`src/rtl/riscv_ctrl_pkg.sv`:
```
// Shared encodings for the multicycle RV32I control path: FSM states, opcodes and mux selects.
// MULTICYCLE_CTRL_MEM_WAIT_EN adds the memory wait states FETCHW and MEMREADW.
`timescale 1ns/1ps
package riscv_ctrl_pkg;

    typedef enum logic [4:0] {
        S_FETCH,
        S_DECODE,
        S_MEMADR,
        S_MEMREAD,
        S_MEMWB,
        S_MEMWRITE,
        S_EXECR,
        S_EXECI,
        S_EXECU,
        S_ALUWB,
        S_BRANCH,
        S_JAL,
        S_JALR1,
        S_JALR2,
`ifdef MULTICYCLE_CTRL_MEM_WAIT_EN
        S_FETCHW,
        S_MEMREADW,
`endif
        S_HALT
    } state_t;

    localparam logic [6:0] OP_LOAD   = 7'b0000011;
    localparam logic [6:0] OP_STORE  = 7'b0100011;
    localparam logic [6:0] OP_RTYPE  = 7'b0110011;
    localparam logic [6:0] OP_ITYPE  = 7'b0010011;
    localparam logic [6:0] OP_LUI    = 7'b0110111;
    localparam logic [6:0] OP_AUIPC  = 7'b0010111;
    localparam logic [6:0] OP_BRANCH = 7'b1100011;
    localparam logic [6:0] OP_JAL    = 7'b1101111;
    localparam logic [6:0] OP_JALR   = 7'b1100111;

    localparam logic [2:0] ALU_ADD = 3'b000;
    localparam logic [2:0] ALU_SUB = 3'b001;
    localparam logic [2:0] ALU_AND = 3'b010;
    localparam logic [2:0] ALU_OR  = 3'b011;
    localparam logic [2:0] ALU_XOR = 3'b100;
    localparam logic [2:0] ALU_SLT = 3'b101;

    localparam logic [2:0] IMM_I = 3'b000;
    localparam logic [2:0] IMM_S = 3'b001;
    localparam logic [2:0] IMM_B = 3'b010;
    localparam logic [2:0] IMM_J = 3'b011;
    localparam logic [2:0] IMM_U = 3'b100;

    localparam logic [1:0] RES_ALUOUT    = 2'b00;
    localparam logic [1:0] RES_DATA      = 2'b01;
    localparam logic [1:0] RES_ALURESULT = 2'b10;

    localparam logic [1:0] SRCA_PC    = 2'b00;
    localparam logic [1:0] SRCA_OLDPC = 2'b01;
    localparam logic [1:0] SRCA_RS1   = 2'b10;
    localparam logic [1:0] SRCA_ZERO  = 2'b11;

    localparam logic [1:0] SRCB_RS2  = 2'b00;
    localparam logic [1:0] SRCB_IMM  = 2'b01;
    localparam logic [1:0] SRCB_FOUR = 2'b10;

    localparam logic [1:0] ALUOP_ADD   = 2'b00;
    localparam logic [1:0] ALUOP_SUB   = 2'b01;
    localparam logic [1:0] ALUOP_FUNCT = 2'b10;

    // Immediate format implied by the opcode; R-type and unknown opcodes fall back to I.
    function automatic logic [2:0] imm_src(input logic [6:0] i_op);
        logic [2:0] r_imm;
        case (i_op)
            OP_STORE:        r_imm = IMM_S;
            OP_BRANCH:       r_imm = IMM_B;
            OP_JAL:          r_imm = IMM_J;
            OP_LUI, OP_AUIPC: r_imm = IMM_U;
            default:         r_imm = IMM_I;
        endcase
        return r_imm;
    endfunction

endpackage

```
`src/rtl/alu_decoder.sv`:
```
// Combinational ALU control decode from ALUOp and the instruction function fields.
`timescale 1ns/1ps
module alu_decoder
    import riscv_ctrl_pkg::*;
(
    input  logic [1:0] ALUOp,
    input  logic [2:0] funct3,
    input  logic       funct7b5,
    input  logic       op5,
    output logic [2:0] ALUControl
);

    always_comb begin
        ALUControl = ALU_ADD;
        case (ALUOp)
            ALUOP_SUB: ALUControl = ALU_SUB;
            ALUOP_FUNCT: begin
                case (funct3)
                    // Only R-type (op[5]=1) can encode sub; addi ignores Instr[30].
                    3'b000:  ALUControl = (op5 & funct7b5) ? ALU_SUB : ALU_ADD;
                    3'b010:  ALUControl = ALU_SLT;
                    3'b100:  ALUControl = ALU_XOR;
                    3'b110:  ALUControl = ALU_OR;
                    3'b111:  ALUControl = ALU_AND;
                    default: ALUControl = ALU_ADD;
                endcase
            end
            default: ALUControl = ALU_ADD;
        endcase
    end

endmodule

```
`src/rtl/multicycle_controller.sv`:
```
// Main control FSM of the multicycle RV32I core; drives every datapath enable and mux select.
// MULTICYCLE_CTRL_MEM_WAIT_EN inserts FETCHW/MEMREADW for block-RAM read latency.
`timescale 1ns/1ps
module multicycle_controller
    import riscv_ctrl_pkg::*;
#(
    parameter bit HALT_ON_ILLEGAL = 1'b1
)
(
    input  logic       clk,
    input  logic       resetn,
    input  logic [6:0] op,
    input  logic [2:0] funct3,
    input  logic       funct7b5,
    input  logic       Zero,
    output logic       PCWrite,
    output logic       AdrSrc,
    output logic       MemWrite,
    output logic       IRWrite,
    output logic       RegWrite,
    output logic [1:0] ResultSrc,
    output logic [1:0] ALUSrcA,
    output logic [1:0] ALUSrcB,
    output logic [2:0] ALUControl,
    output logic [2:0] ImmSrc,
    output logic       halted
);

`ifdef MULTICYCLE_CTRL_MEM_WAIT_EN
    localparam state_t FETCH_ENTRY = S_FETCHW;
    localparam state_t READ_ENTRY  = S_MEMREADW;
`else
    localparam state_t FETCH_ENTRY = S_FETCH;
    localparam state_t READ_ENTRY  = S_MEMREAD;
`endif

    state_t     r_state;
    state_t     w_next;
    logic [1:0] w_alu_op;
    logic       w_pcwrite;
    logic       w_memwrite;
    logic       w_irwrite;
    logic       w_regwrite;

    always_ff @(posedge clk or negedge resetn) begin
        if (!resetn) r_state <= FETCH_ENTRY;
        else         r_state <= w_next;
    end

    always_comb begin
        w_next = r_state;
        case (r_state)
            S_FETCH: w_next = S_DECODE;
            S_DECODE: begin
                case (op)
                    OP_LOAD, OP_STORE: w_next = S_MEMADR;
                    OP_RTYPE:          w_next = S_EXECR;
                    OP_ITYPE:          w_next = S_EXECI;
                    OP_LUI, OP_AUIPC:  w_next = S_EXECU;
                    OP_BRANCH:         w_next = S_BRANCH;
                    OP_JAL:            w_next = S_JAL;
                    OP_JALR:           w_next = S_JALR1;
                    default:           w_next = HALT_ON_ILLEGAL ? S_HALT : FETCH_ENTRY;
                endcase
            end
            S_MEMADR:  w_next = op[5] ? S_MEMWRITE : READ_ENTRY;
            S_MEMREAD: w_next = S_MEMWB;
            S_MEMWB, S_MEMWRITE, S_ALUWB, S_BRANCH: w_next = FETCH_ENTRY;
            S_EXECR, S_EXECI, S_EXECU, S_JAL, S_JALR2: w_next = S_ALUWB;
            S_JALR1:   w_next = S_JALR2;
            S_HALT:    w_next = S_HALT;
`ifdef MULTICYCLE_CTRL_MEM_WAIT_EN
            S_FETCHW:   w_next = S_FETCH;
            S_MEMREADW: w_next = S_MEMREAD;
`endif
            default:   w_next = FETCH_ENTRY;
        endcase
    end

    always_comb begin
        w_pcwrite  = 1'b0;
        w_memwrite = 1'b0;
        w_irwrite  = 1'b0;
        w_regwrite = 1'b0;
        AdrSrc     = 1'b0;
        ResultSrc  = RES_ALUOUT;
        ALUSrcA    = SRCA_PC;
        ALUSrcB    = SRCB_RS2;
        w_alu_op   = ALUOP_ADD;
        ImmSrc     = imm_src(op);
        case (r_state)
            S_FETCH: begin
                w_irwrite = 1'b1;
                w_pcwrite = 1'b1;
                ALUSrcB   = SRCB_FOUR;
                ResultSrc = RES_ALURESULT;
                ImmSrc    = IMM_I;
            end
            // ALUOut captures OldPC+Imm here so BRANCH/JAL find their target ready.
            S_DECODE: begin
                ALUSrcA = SRCA_OLDPC;
                ALUSrcB = SRCB_IMM;
            end
            S_MEMADR, S_JALR1: begin
                ALUSrcA = SRCA_RS1;
                ALUSrcB = SRCB_IMM;
            end
            S_MEMREAD: AdrSrc = 1'b1;
            S_MEMWB: begin
                ResultSrc  = RES_DATA;
                w_regwrite = 1'b1;
            end
            S_MEMWRITE: begin
                AdrSrc     = 1'b1;
                w_memwrite = 1'b1;
            end
            S_EXECR: begin
                ALUSrcA  = SRCA_RS1;
                w_alu_op = ALUOP_FUNCT;
            end
            S_EXECI: begin
                ALUSrcA  = SRCA_RS1;
                ALUSrcB  = SRCB_IMM;
                w_alu_op = ALUOP_FUNCT;
            end
            S_EXECU: begin
                ALUSrcA = op[5] ? SRCA_ZERO : SRCA_OLDPC;
                ALUSrcB = SRCB_IMM;
            end
            S_ALUWB: w_regwrite = 1'b1;
            // beq/bne differ only in funct3[0]; Zero feeds PCWrite without a register.
            S_BRANCH: begin
                ALUSrcA   = SRCA_RS1;
                w_alu_op  = ALUOP_SUB;
                w_pcwrite = Zero ^ funct3[0];
            end
            S_JAL, S_JALR2: begin
                w_pcwrite = 1'b1;
                ALUSrcA   = SRCA_OLDPC;
                ALUSrcB   = SRCB_FOUR;
            end
`ifdef MULTICYCLE_CTRL_MEM_WAIT_EN
            S_FETCHW:   ImmSrc = IMM_I;
            S_MEMREADW: AdrSrc = 1'b1;
`endif
            default: ;
        endcase
    end

    alu_decoder u_alu_decoder (
        .ALUOp      (w_alu_op),
        .funct3     (funct3),
        .funct7b5   (funct7b5),
        .op5        (op[5]),
        .ALUControl (ALUControl)
    );

    // Enables drop the moment resetn falls, even mid-cycle.
    assign PCWrite  = w_pcwrite  & resetn;
    assign IRWrite  = w_irwrite  & resetn;
    assign RegWrite = w_regwrite & resetn;
    assign MemWrite = w_memwrite & resetn;
    assign halted   = (r_state == S_HALT);

endmodule

```
`config.mk`:
```
export PLATFORM = sky130hd
export DESIGN_NAME = multicycle_controller
export DESIGN_NICKNAME = d
export VERILOG_FILES = /design/src/rtl/riscv_ctrl_pkg.sv /design/src/rtl/alu_decoder.sv /design/src/rtl/multicycle_controller.sv
export SDC_FILE = /design/constraint.sdc
export NUM_CORES = 1
export LEC_CHECK = 0
export ABC_AREA = 1
export CORE_AREA = 3 3 40 42
export CTS_BUF_LIST = sky130_fd_sc_hd__clkbuf_2 sky130_fd_sc_hd__clkbuf_4 sky130_fd_sc_hd__clkbuf_8
export CTS_CLUSTER_DIAMETER = 150
export CTS_CLUSTER_SIZE = 8
export DETAILED_ROUTE_END_ITERATION = 6
export DIE_AREA = 0 0 43 45
export DONT_BUFFER_PORTS = 1
export MAX_ROUTING_LAYER = met4
export SLEW_MARGIN = 15
export SYNTH_ARGS = -nofsm -noshare
export SYNTH_HDL_FRONTEND = slang
export SYNTH_SLANG_ARGS = --single-unit
```
`constraint.sdc`:
```
create_clock -name clk -period 1.7 [get_ports clk]
set_input_delay 0.34 -clock clk [delete_from_list [all_inputs] [get_ports clk]]
set_output_delay 0.34 -clock clk [all_outputs]
set_load 0.005 [all_outputs]
```
==> impl_results.md, run 1 <==
- Post-DP HPWL: 1390 um
- Antenna-violating nets left: 0
- Endpoints failing setup: 3
- Met1 usage: 23.1%
- Most common cell after layout, fill and taps aside: nand2_1
- Maximum VDD drop: 0.000746 V
- Ys Warns: 0
- GPL Wtd Cong: between 0.9 and 1
- Sink Count: 4
- Initial antenna violation count: 0
- 1st-iter DRT viols: 12
- Diode count: 0
- Worst setup EP type: output pin
- Max-cap check violation count: 0
- First-pass GRT wire length: about 3000 um
- H-tree level count: 1
- Clock transition at path regs: roughly 0.040 ns
- Post-Layout Cell Count: 142
- Worst setup margin: -0.0466 ns
- P_leak: 0.448 nW
- Min Tclk post-route: ~1.7 ns
- Pwr/cell area: about 1400 nW/um^2
- Port Buffers: 0
- Top reg by flops: r_state
- Biggest regs: r_state (4)
- Worst-skew pair later-pin latency: between 0.2 and 0.25 ns
- Gr ovfl total: 0
- Via count: about 770
- Fmax: 0.573 GHz
- CTS buffer count: 3
- CTS tree: built
- Cells after Synth: 113
- Die Wd: roughly 43 um
- Met2 Use GR: a little under two fifths
- Most frequent cells in the layout: 23 x nand2_1, 17 x nor2_1, 16 x inv_1, 9 x buf_4, 8 x inv_2
- Critical Path Fanout Max: 3
- RSZ-0062 raised after global routing: true
- Tcrit/Tclk final: 103%
- All-Layer GR Usage: a little over a fifth
- IO Pins: 32
- Final Cell Area: ~820 sq um
- Placed Cells: between 100 and 150
- Synth unique cells: 18
- Die Area: 1940 sq um
- Drt first pass iters: 5
- CP arrival: 1.41 ns
- Status: complete, but fails checks
- # DRC: 0
- Area Growth Syn to Fin: 38.8%
- Fill cells: about 140
- Final setup skew: ~0.0051 ns
- Die Span Y: 45 um
- Core area: roughly 1300 sq um
- Sequential share of the synthesized area: between 10% and 20%
- Area post-placement: between 600 and 700 sq um
- Mean post-synth cell area: about 5.2 sq um
- Critical path type: register to output pin
- Max reg flops: 4
- Row count: 13
- Synthesized Nets: between 100 and 150
- Vias per cell: roughly 5.4
- GR peak layer: met2
- Slew headroom: 78.3%
- TNS Setup: -0.104 ns
- Final hold violation count: 0
- Failing checks: setup timing
- Total wire length: between 1500 and 2000 um
- Vias in the first global route: about 770
- Required time of the critical path: around 1.4 ns
- Slew Limit Fails: 0
- Cell Area, Synth: between 500 and 600 sq um
- Hold Path Class: input port to register
- Worst Max-Slew Pin Slew: approximately 0.32 ns
- Grt met3 use: roughly 2.8%
- Post-layout util: a little under two thirds
- Initial Util: a little under half
- Fin nets: 145
- Pin count of the biggest net entering global routing: 8
- Startpoint class of the critical path: register
- Clock root cell: clkbuf_4
- WL/cell: 13.0 um
- Design Power: 0.00117 W
- Clock Path Buffers: 2
- Share of layout cells above drive strength 1: 33.1%
- Seq cells post-synth: 4
-- stage by stage --
stage	setup WS (ns)	hold slack, ns
after global routing	-0.128	0.266
after detailed placement	0.0372	0.0445
after CTS	-0.0666	0.250
after floorplan	0.0964	0.0444
final	-0.0466	0.258
after global placement	0.0733	0.0445
-- routing by layer --
| layer | up-vias | part of all wire, % |
|---|---|---|
| met3 | 4 | 6.1 |
| met5 | - | 0 |
| met1 | 340 | 41 |
| li1 | 389 | - |
| met4 | 0 | 1.4 |
| met2 | 34 | 51 |
-- critical path, stage by stage (launching register included) --
cell,delay [ns]
dfrtp_1,0.37
inv_2,0.07
nand2_2,0.08
nor2_4,0.14
inv_2,0.05
ha_4,0.15
inv_4,0.07
nor2_1,0.04
a21oi_1,0.12
nor2_1,0.07
-- Yosys cell counts (all sizes together) --
cell | instances | area share [%]
nand2 | 31 | 20
inv | 25 | 16
nor2 | 23 | 15
nand3 | 7 | 5.9
a21oi | 5 | 4.2
nor3 | 5 | 4.2
dfrtp | 4 | 17
o2111ai | 3 | 4.4
a31oi | 2 | 2.1
ha | 2 | 4.2
o21ai | 2 | 1.7
nor4 | 1 | 1.1
o221ai | 1 | 1.5
or2 | 1 | 1.1
xnor2 | 1 | 1.5
-- repair_timing --
item | CTS | global route
buffers inserted | 5 | 1
hold endpoints to repair | 4 | 0
hold buffers | 1 | 0
endpoints found under the setup margin | 4 | 9
gates resized for setup | 20 | 13
pin swaps | 8 | 4
-- kinds of logic (layout without fill, tap and decap cells) --
family          Yosys count  after routing  synth area share, %
compound gates           13             13                 14.0
xor+xnor                  1              1                 1.48
fa+ha+maj                 2              2                 4.24
buf+inv                  25             39                 15.9
flops                     4              4                 16.9
simple gates             68             68                 47.5
-- worst paths after layout --
path	slack (ns)	cells past startpoint	startpoint	end
setup / recovery	-0.05	9	r_state[0]$_DFF_PN0_	ALUControl[0]
hold / removal	0.26	2	op[5]	r_state[2]$_DFF_PN0_
setup reg to reg	0.42	7	r_state[0]$_DFF_PN0_	r_state[1]$_DFF_PN0_
hold reg to reg	0.72	4	r_state[0]$_DFF_PN0_	r_state[0]$_DFF_PN0_
max in group asynchronous	1.12	1	resetn	r_state[2]$_DFF_PN0_
min in group asynchronous	0.38	1	resetn	r_state[0]$_DFF_PN0_
-- layout make-up --
| class | instances | area [sq um] | share of cell area, % |
|---|---|---|---|
| Clock buffer | 3 | 22.5 | 2.75 |
| Inverter | 25 | 96.3 | 11.8 |
| Multi-Input combinational cell | 84 | 490 | 59.8 |
| Sequential cell | 4 | 103 | 12.5 |
| Tap cell | 15 | 18.8 | 2.29 |
| Timing Repair Buffer | 11 | 88.8 | 10.8 |
-- power by group --
group          total [W]  internal (W)  switching [W]
Clock           0.000115     0.0000788      0.0000367
Combinational   0.000867      0.000333       0.000534
Sequential      0.000191      0.000144      0.0000468
Total            0.00117      0.000556       0.000617
Note: power is estimated with default switching activity, not from simulation.
==> inputs of run 2 (changes only) <==
PLACE_DENSITY_LB_ADDON = 0.08   (was default)
==> run 2 against run 1 <==
  * Design area grew 2.0%
  * Combinational power grew 5.2%
  * Wire length grew 1.4%
  * Global-route usage shrank 0.26 points
  * Hold slack lost 0.0060 ns
  * Non-clock buffer count grew 3
  * The run still ends with setup timing left
  * Setup slack lost 0.037 ns
==> impl_results.md, run 2 (synthesized netlist as in run 1, its figures left out) <==
- Status: complete, but fails checks
- Failing checks: setup timing
- Fin nets: about 150
- CTS buffer count: 3
- Core area: 1280 sq um
- Worst Max-Slew Pin Slew: approximately 0.32 ns
- Max reg flops: 4
- Antenna-violating nets left: 0
- CP arrival: ~1.4 ns
- Worst setup EP type: output pin
- Post-DP HPWL: approximately 1400 um
- Tcrit/Tclk final: 105%
- Biggest regs: r_state (4)
- Min Tclk post-route: roughly 1.8 ns
- Total wire length: ~1900 um
- All-Layer GR Usage: approximately 21%
- Final hold violation count: 0
- Clock transition at path regs: roughly 0.040 ns
- Maximum VDD drop: just over 0.0008 V
- 1st-iter DRT viols: 12
- Startpoint class of the critical path: register
- WL/cell: 12.9 um
- Gr ovfl total: 0
- RSZ-0062 raised after global routing: true
- Die Area: approximately 1900 sq um
- Sink Count: 4
- Endpoints failing setup: 4
- IO Pins: 32
- H-tree level count: 1
- Clock root cell: clkbuf_4
- CTS tree: built
- Post-layout util: between 60% and 70%
- Die Span Y: 45 um
- Area Growth Syn to Fin: 41.5%
- Initial antenna violation count: 0
- Worst-skew pair later-pin latency: ~0.23 ns
- Port Buffers: 0
- Worst setup margin: -0.0834 ns
- Placed Cells: 132
- Initial Util: a little under half
- Critical path type: register to output pin
- Die Wd: 43 um
- Vias in the first global route: 740
- Final setup skew: approximately 0.0036 ns
- Post-Layout Cell Count: ~150
- Drt first pass iters: 4
- Most common cell after layout, fill and taps aside: nand2_1
- Pin count of the biggest net entering global routing: 8
- Required time of the critical path: between 1 and 1.5 ns
- Via count: between 700 and 800
- Pwr/cell area: around 1500 nW/um^2
- Most frequent cells in the layout: 24 x nand2_1, 18 x nor2_1, 17 x inv_1, 12 x buf_4
- Slew headroom: between 70% and 80%
- Max-cap check violation count: 0
- Slew Limit Fails: 0
- First-pass GRT wire length: roughly 2900 um
- # DRC: 0
- P_leak: 0.462 nW
- GPL Wtd Cong: around 0.95
- Worst R2R Setup Slack: ~0.42 ns
- Hold Path Class: input port to register
- Top reg by flops: r_state
- Worst hold margin: 0.252 ns
- Critical Path Fanout Max: 2
- Row count: 13
- Diode count: 0
- Share of layout cells above drive strength 1: about a third
- Fmax: about 0.56 GHz
- Clock Path Buffers: 2
- Vias per cell: between 5 and 6
[run 2: metrics by stage]
step / cell area (sq um) / setup TNS (ns) / setup WS, ns / power [W]
floorplan: 599 / 0 / 0.0964 / 0.000627
global placement: 648 / 0 / 0.0692 / 0.000784
detailed placement: 648 / 0 / 0.0499 / 0.000787
CTS: 790 / -0.196 / -0.0791 / 0.00113
global route: 836 / -0.733 / -0.167 / 0.00134
finish: 836 / -0.171 / -0.0834 / 0.00122
[run 2: power breakdown]
part,leakage [nW],internal (W),switching [W]
logic,0.400,0.000374,0.000538
clock network,0.0138,0.0000789,0.0000379
registers,0.0476,0.000144,0.0000515
total,0.462,0.000597,0.000627
[run 2: repair_timing]
item / CTS / global route
hold buffers: 1 / 0
pin swaps: 6 / 5
setup buffers: 8 / 1
setup endpoints to repair: 5 / 11
endpoints found under the hold margin: 4 / 0
gates resized for setup: 17 / 13
[run 2: final timing paths]
kind | from | endpoint | cells past startpoint
worst max-delay path | r_state[0]$_DFF_PN0_ | ALUControl[1] | 6
worst min-delay path | op[5] | r_state[2]$_DFF_PN0_ | 2
worst max register to register | r_state[2]$_DFF_PN0_ | r_state[1]$_DFF_PN0_ | 6
worst min register to register | r_state[0]$_DFF_PN0_ | r_state[0]$_DFF_PN0_ | 4
max in group asynchronous | resetn | r_state[2]$_DFF_PN0_ | 1
min in group asynchronous | resetn | r_state[0]$_DFF_PN0_ | 1
[run 2: layout make-up]
type	instances	area (sq um)
Clock buffer	3	22.5
Fill cell	132	449
Inverter	25	96.3
Multi-Input combinational cell	84	484
Sequential cell	4	103
Tap cell	15	18.8
Timing Repair Buffer	14	111
[run 2: worst max-delay path, stage by stage, from the launching register on]
cell     delay, ns
dfrtp_1       0.37
inv_2         0.07
nand2_1       0.09
nor2_4        0.13
inv_2         0.05
ha_4          0.22
nor4_4        0.27
[run 2: routing by layer]
layer	vias up	track usage (%)	part of all wire (%)
met5	-	-	0
met3	6	2.79	6.9
li1	394	-	-
met2	34	38.3	53
met1	342	21.1	38
met4	0	10.2	2.1
==> inputs of run 3 (changes only) <==
SKIP_LAST_GASP = 1   (was default)
==> run 3 against run 2 <==
  * Register-to-register slack about the same
  * Highest routed layer unchanged
  * Critical path depth shrank 1
  * Maximum frequency grew 0.46%
  * Core utilization is 0.58 points lower
  * Non-clock buffer count is the same
  * Largest cell class unchanged
  * Via count up 0.64%
  * The flow still finishes with violations (setup timing)
  * Setup slack better by 0.0081 ns
  * Power fell by 0.15%
  * Wire length is 0.48% higher
==> impl_results.md, run 3 (synthesized netlist as in run 1, its figures left out) <==
- Status: complete, but fails checks
- Failing checks: setup timing
- Top reg by flops: r_state
- Die Wd: between 40 and 50 um
- First-pass GRT wire length: a little under 3000 um
- P_leak: between 0.4 and 0.5 nW
- Initial antenna violation count: 0
- Critical Path Fanout Max: 6
- Row count: 13
- Total wire length: 1870 um
- CP arrival: around 1.4 ns
- Worst setup margin: -0.0753 ns
- Final hold violation count: 0
- Logic gate share of total power: between 70% and 80%
- Maximum VDD drop: ~0.00083 V
- Min Tclk post-route: 1.78 ns
- Max reg flops: 4
- Vias in the first global route: around 740
- Clock transition at path regs: approximately 0.040 ns
- Initial Util: a little under half
- Worst-skew pair later-pin latency: around 0.23 ns
- Diode count: 0
- Die Area: between 1500 and 2000 sq um
- Core area: between 1000 and 1500 sq um
- Switching power total: around 0.00063 W
- Post-layout util: 64.5%
- All-Layer GR Usage: between 20% and 30%
- H-tree level count: 1
- Design Power: 0.00122 W
- Required time of the critical path: 1.36 ns
- Internal power: between 0.0005 and 0.0006 W
- FF/Latch Area: about 100 sq um
- Drt first pass iters: 4
- Final Cell Area: roughly 830 sq um
- 1st-iter DRT viols: 12
- CTS buffer count: 3
- Most frequent cells in the layout: 24 x nand2_1, 18 x nor2_1, 17 x inv_1, 12 x buf_4, 8 x inv_2
- Via count: 781
- Area post-placement: about 650 sq um
- Critical path type: register to output pin
- Share of layout cells above drive strength 1: between 30% and 40%
- Final setup skew: 0.00360 ns
- Clock root cell: clkbuf_4
- Worst setup EP type: output pin
- Slew Limit Fails: 0
- Startpoint class of the critical path: register
- Tcrit/Tclk final: 104%
- GPL Wtd Cong: 0.950
- Pin count of the biggest net entering global routing: 8
- Post-DP HPWL: 1390 um
- Slew headroom: between 70% and 80%
- Endpoints failing setup: 5
- Biggest regs: r_state (4)
- Multi-input logic area: about 480 sq um
- WL/cell: 12.9 um
- IO Pins: 32
- Register share of total power: between 15 and 20%
- Clock Path Buffers: 2
- Die Span Y: ~45 um
- Fmax: approximately 0.56 GHz
- CTS tree: built
- # DRC: 0
- Vias per cell: about 5.4
- Sink Count: 4
- Fin nets: roughly 150
- Pwr/cell area: between 1000 and 1500 nW/um^2
- Area Growth Syn to Fin: 40.3%
- Max-cap check violation count: 0
- Port Buffers: 0
- Gr ovfl total: 0
- Most common cell after layout, fill and taps aside: nand2_1
- RSZ-0062 raised after global routing: true
- Worst Max-Slew Pin Slew: between 0.3 and 0.4 ns
- Sw Share: between 50% and 60%
- Clock Power Share: 9.6%
- Antenna-violating nets left: 0
- Hold Path Class: input port to register
- Fill cells: around 130
[run 3: worst paths after layout]
path | start | endpoint | slack, ns | depth (start not counted)
worst min-delay path | op[5] | r_state[2]$_DFF_PN0_ | 0.25 | 2
worst max-delay path | r_state[1]$_DFF_PN0_ | ALUControl[1] | -0.08 | 5
worst min register to register | r_state[0]$_DFF_PN0_ | r_state[0]$_DFF_PN0_ | 0.72 | 4
min in group asynchronous | resetn | r_state[0]$_DFF_PN0_ | 0.38 | 1
max in group asynchronous | resetn | r_state[2]$_DFF_PN0_ | 1.14 | 1
worst max register to register | r_state[2]$_DFF_PN0_ | r_state[1]$_DFF_PN0_ | 0.41 | 6
[run 3: worst max-delay path: stages (launching register included)]
cell	delay, ns
dfrtp_2	0.42
nand2_1	0.12
nor2_4	0.13
inv_2	0.05
ha_4	0.22
nor4_4	0.27
[run 3: area by class of cell]
type / instances / area share [%]
Clock buffer: 3 / 2.72
Sequential cell: 4 / 12.4
Inverter: 25 / 11.3
Multi-Input combinational cell: 84 / 57.9
Tap cell: 15 / 2.27
Timing Repair Buffer: 14 / 13.4
[run 3: metrics by stage]
stage               setup TNS, ns  hold WS [ns]  setup WS [ns]  instances
finish                     -0.174         0.252        -0.0753        145
global route               -0.788         0.244         -0.155        145
CTS                        -0.196         0.243        -0.0791        144
detailed placement              0        0.0445         0.0499        132
global placement                0        0.0445         0.0692        132
floorplan                       0        0.0444         0.0964        113
[run 3: timing repair]
action	CTS	global route
hold endpoints to repair	4	0
setup endpoints to repair	5	11
hold buffers	1	0
gates resized for setup	17	11
setup buffers	8	1
pin swaps	6	5
[run 3: power groups by stage]
stage	Clock, W	Sequential (W)	Combinational, W
after global routing	0.000130	0.000200	0.00100
after detailed placement	0	0.000189	0.000598
after global placement	0	0.000187	0.000597
after CTS	0.000121	0.000190	0.000818
after floorplan	0	0.000189	0.000439
final	0.000117	0.000196	0.000910
[run 3: layer usage]
metal / GRT usage (%) / wire length, um / vias up
met5: - / 0 / -
met4: 10.2 / 40 / 0
met3: 2.79 / 112 / 6
met2: 38.3 / 987 / 28
met1: 21.1 / 734 / 352
li1: - / - / 395
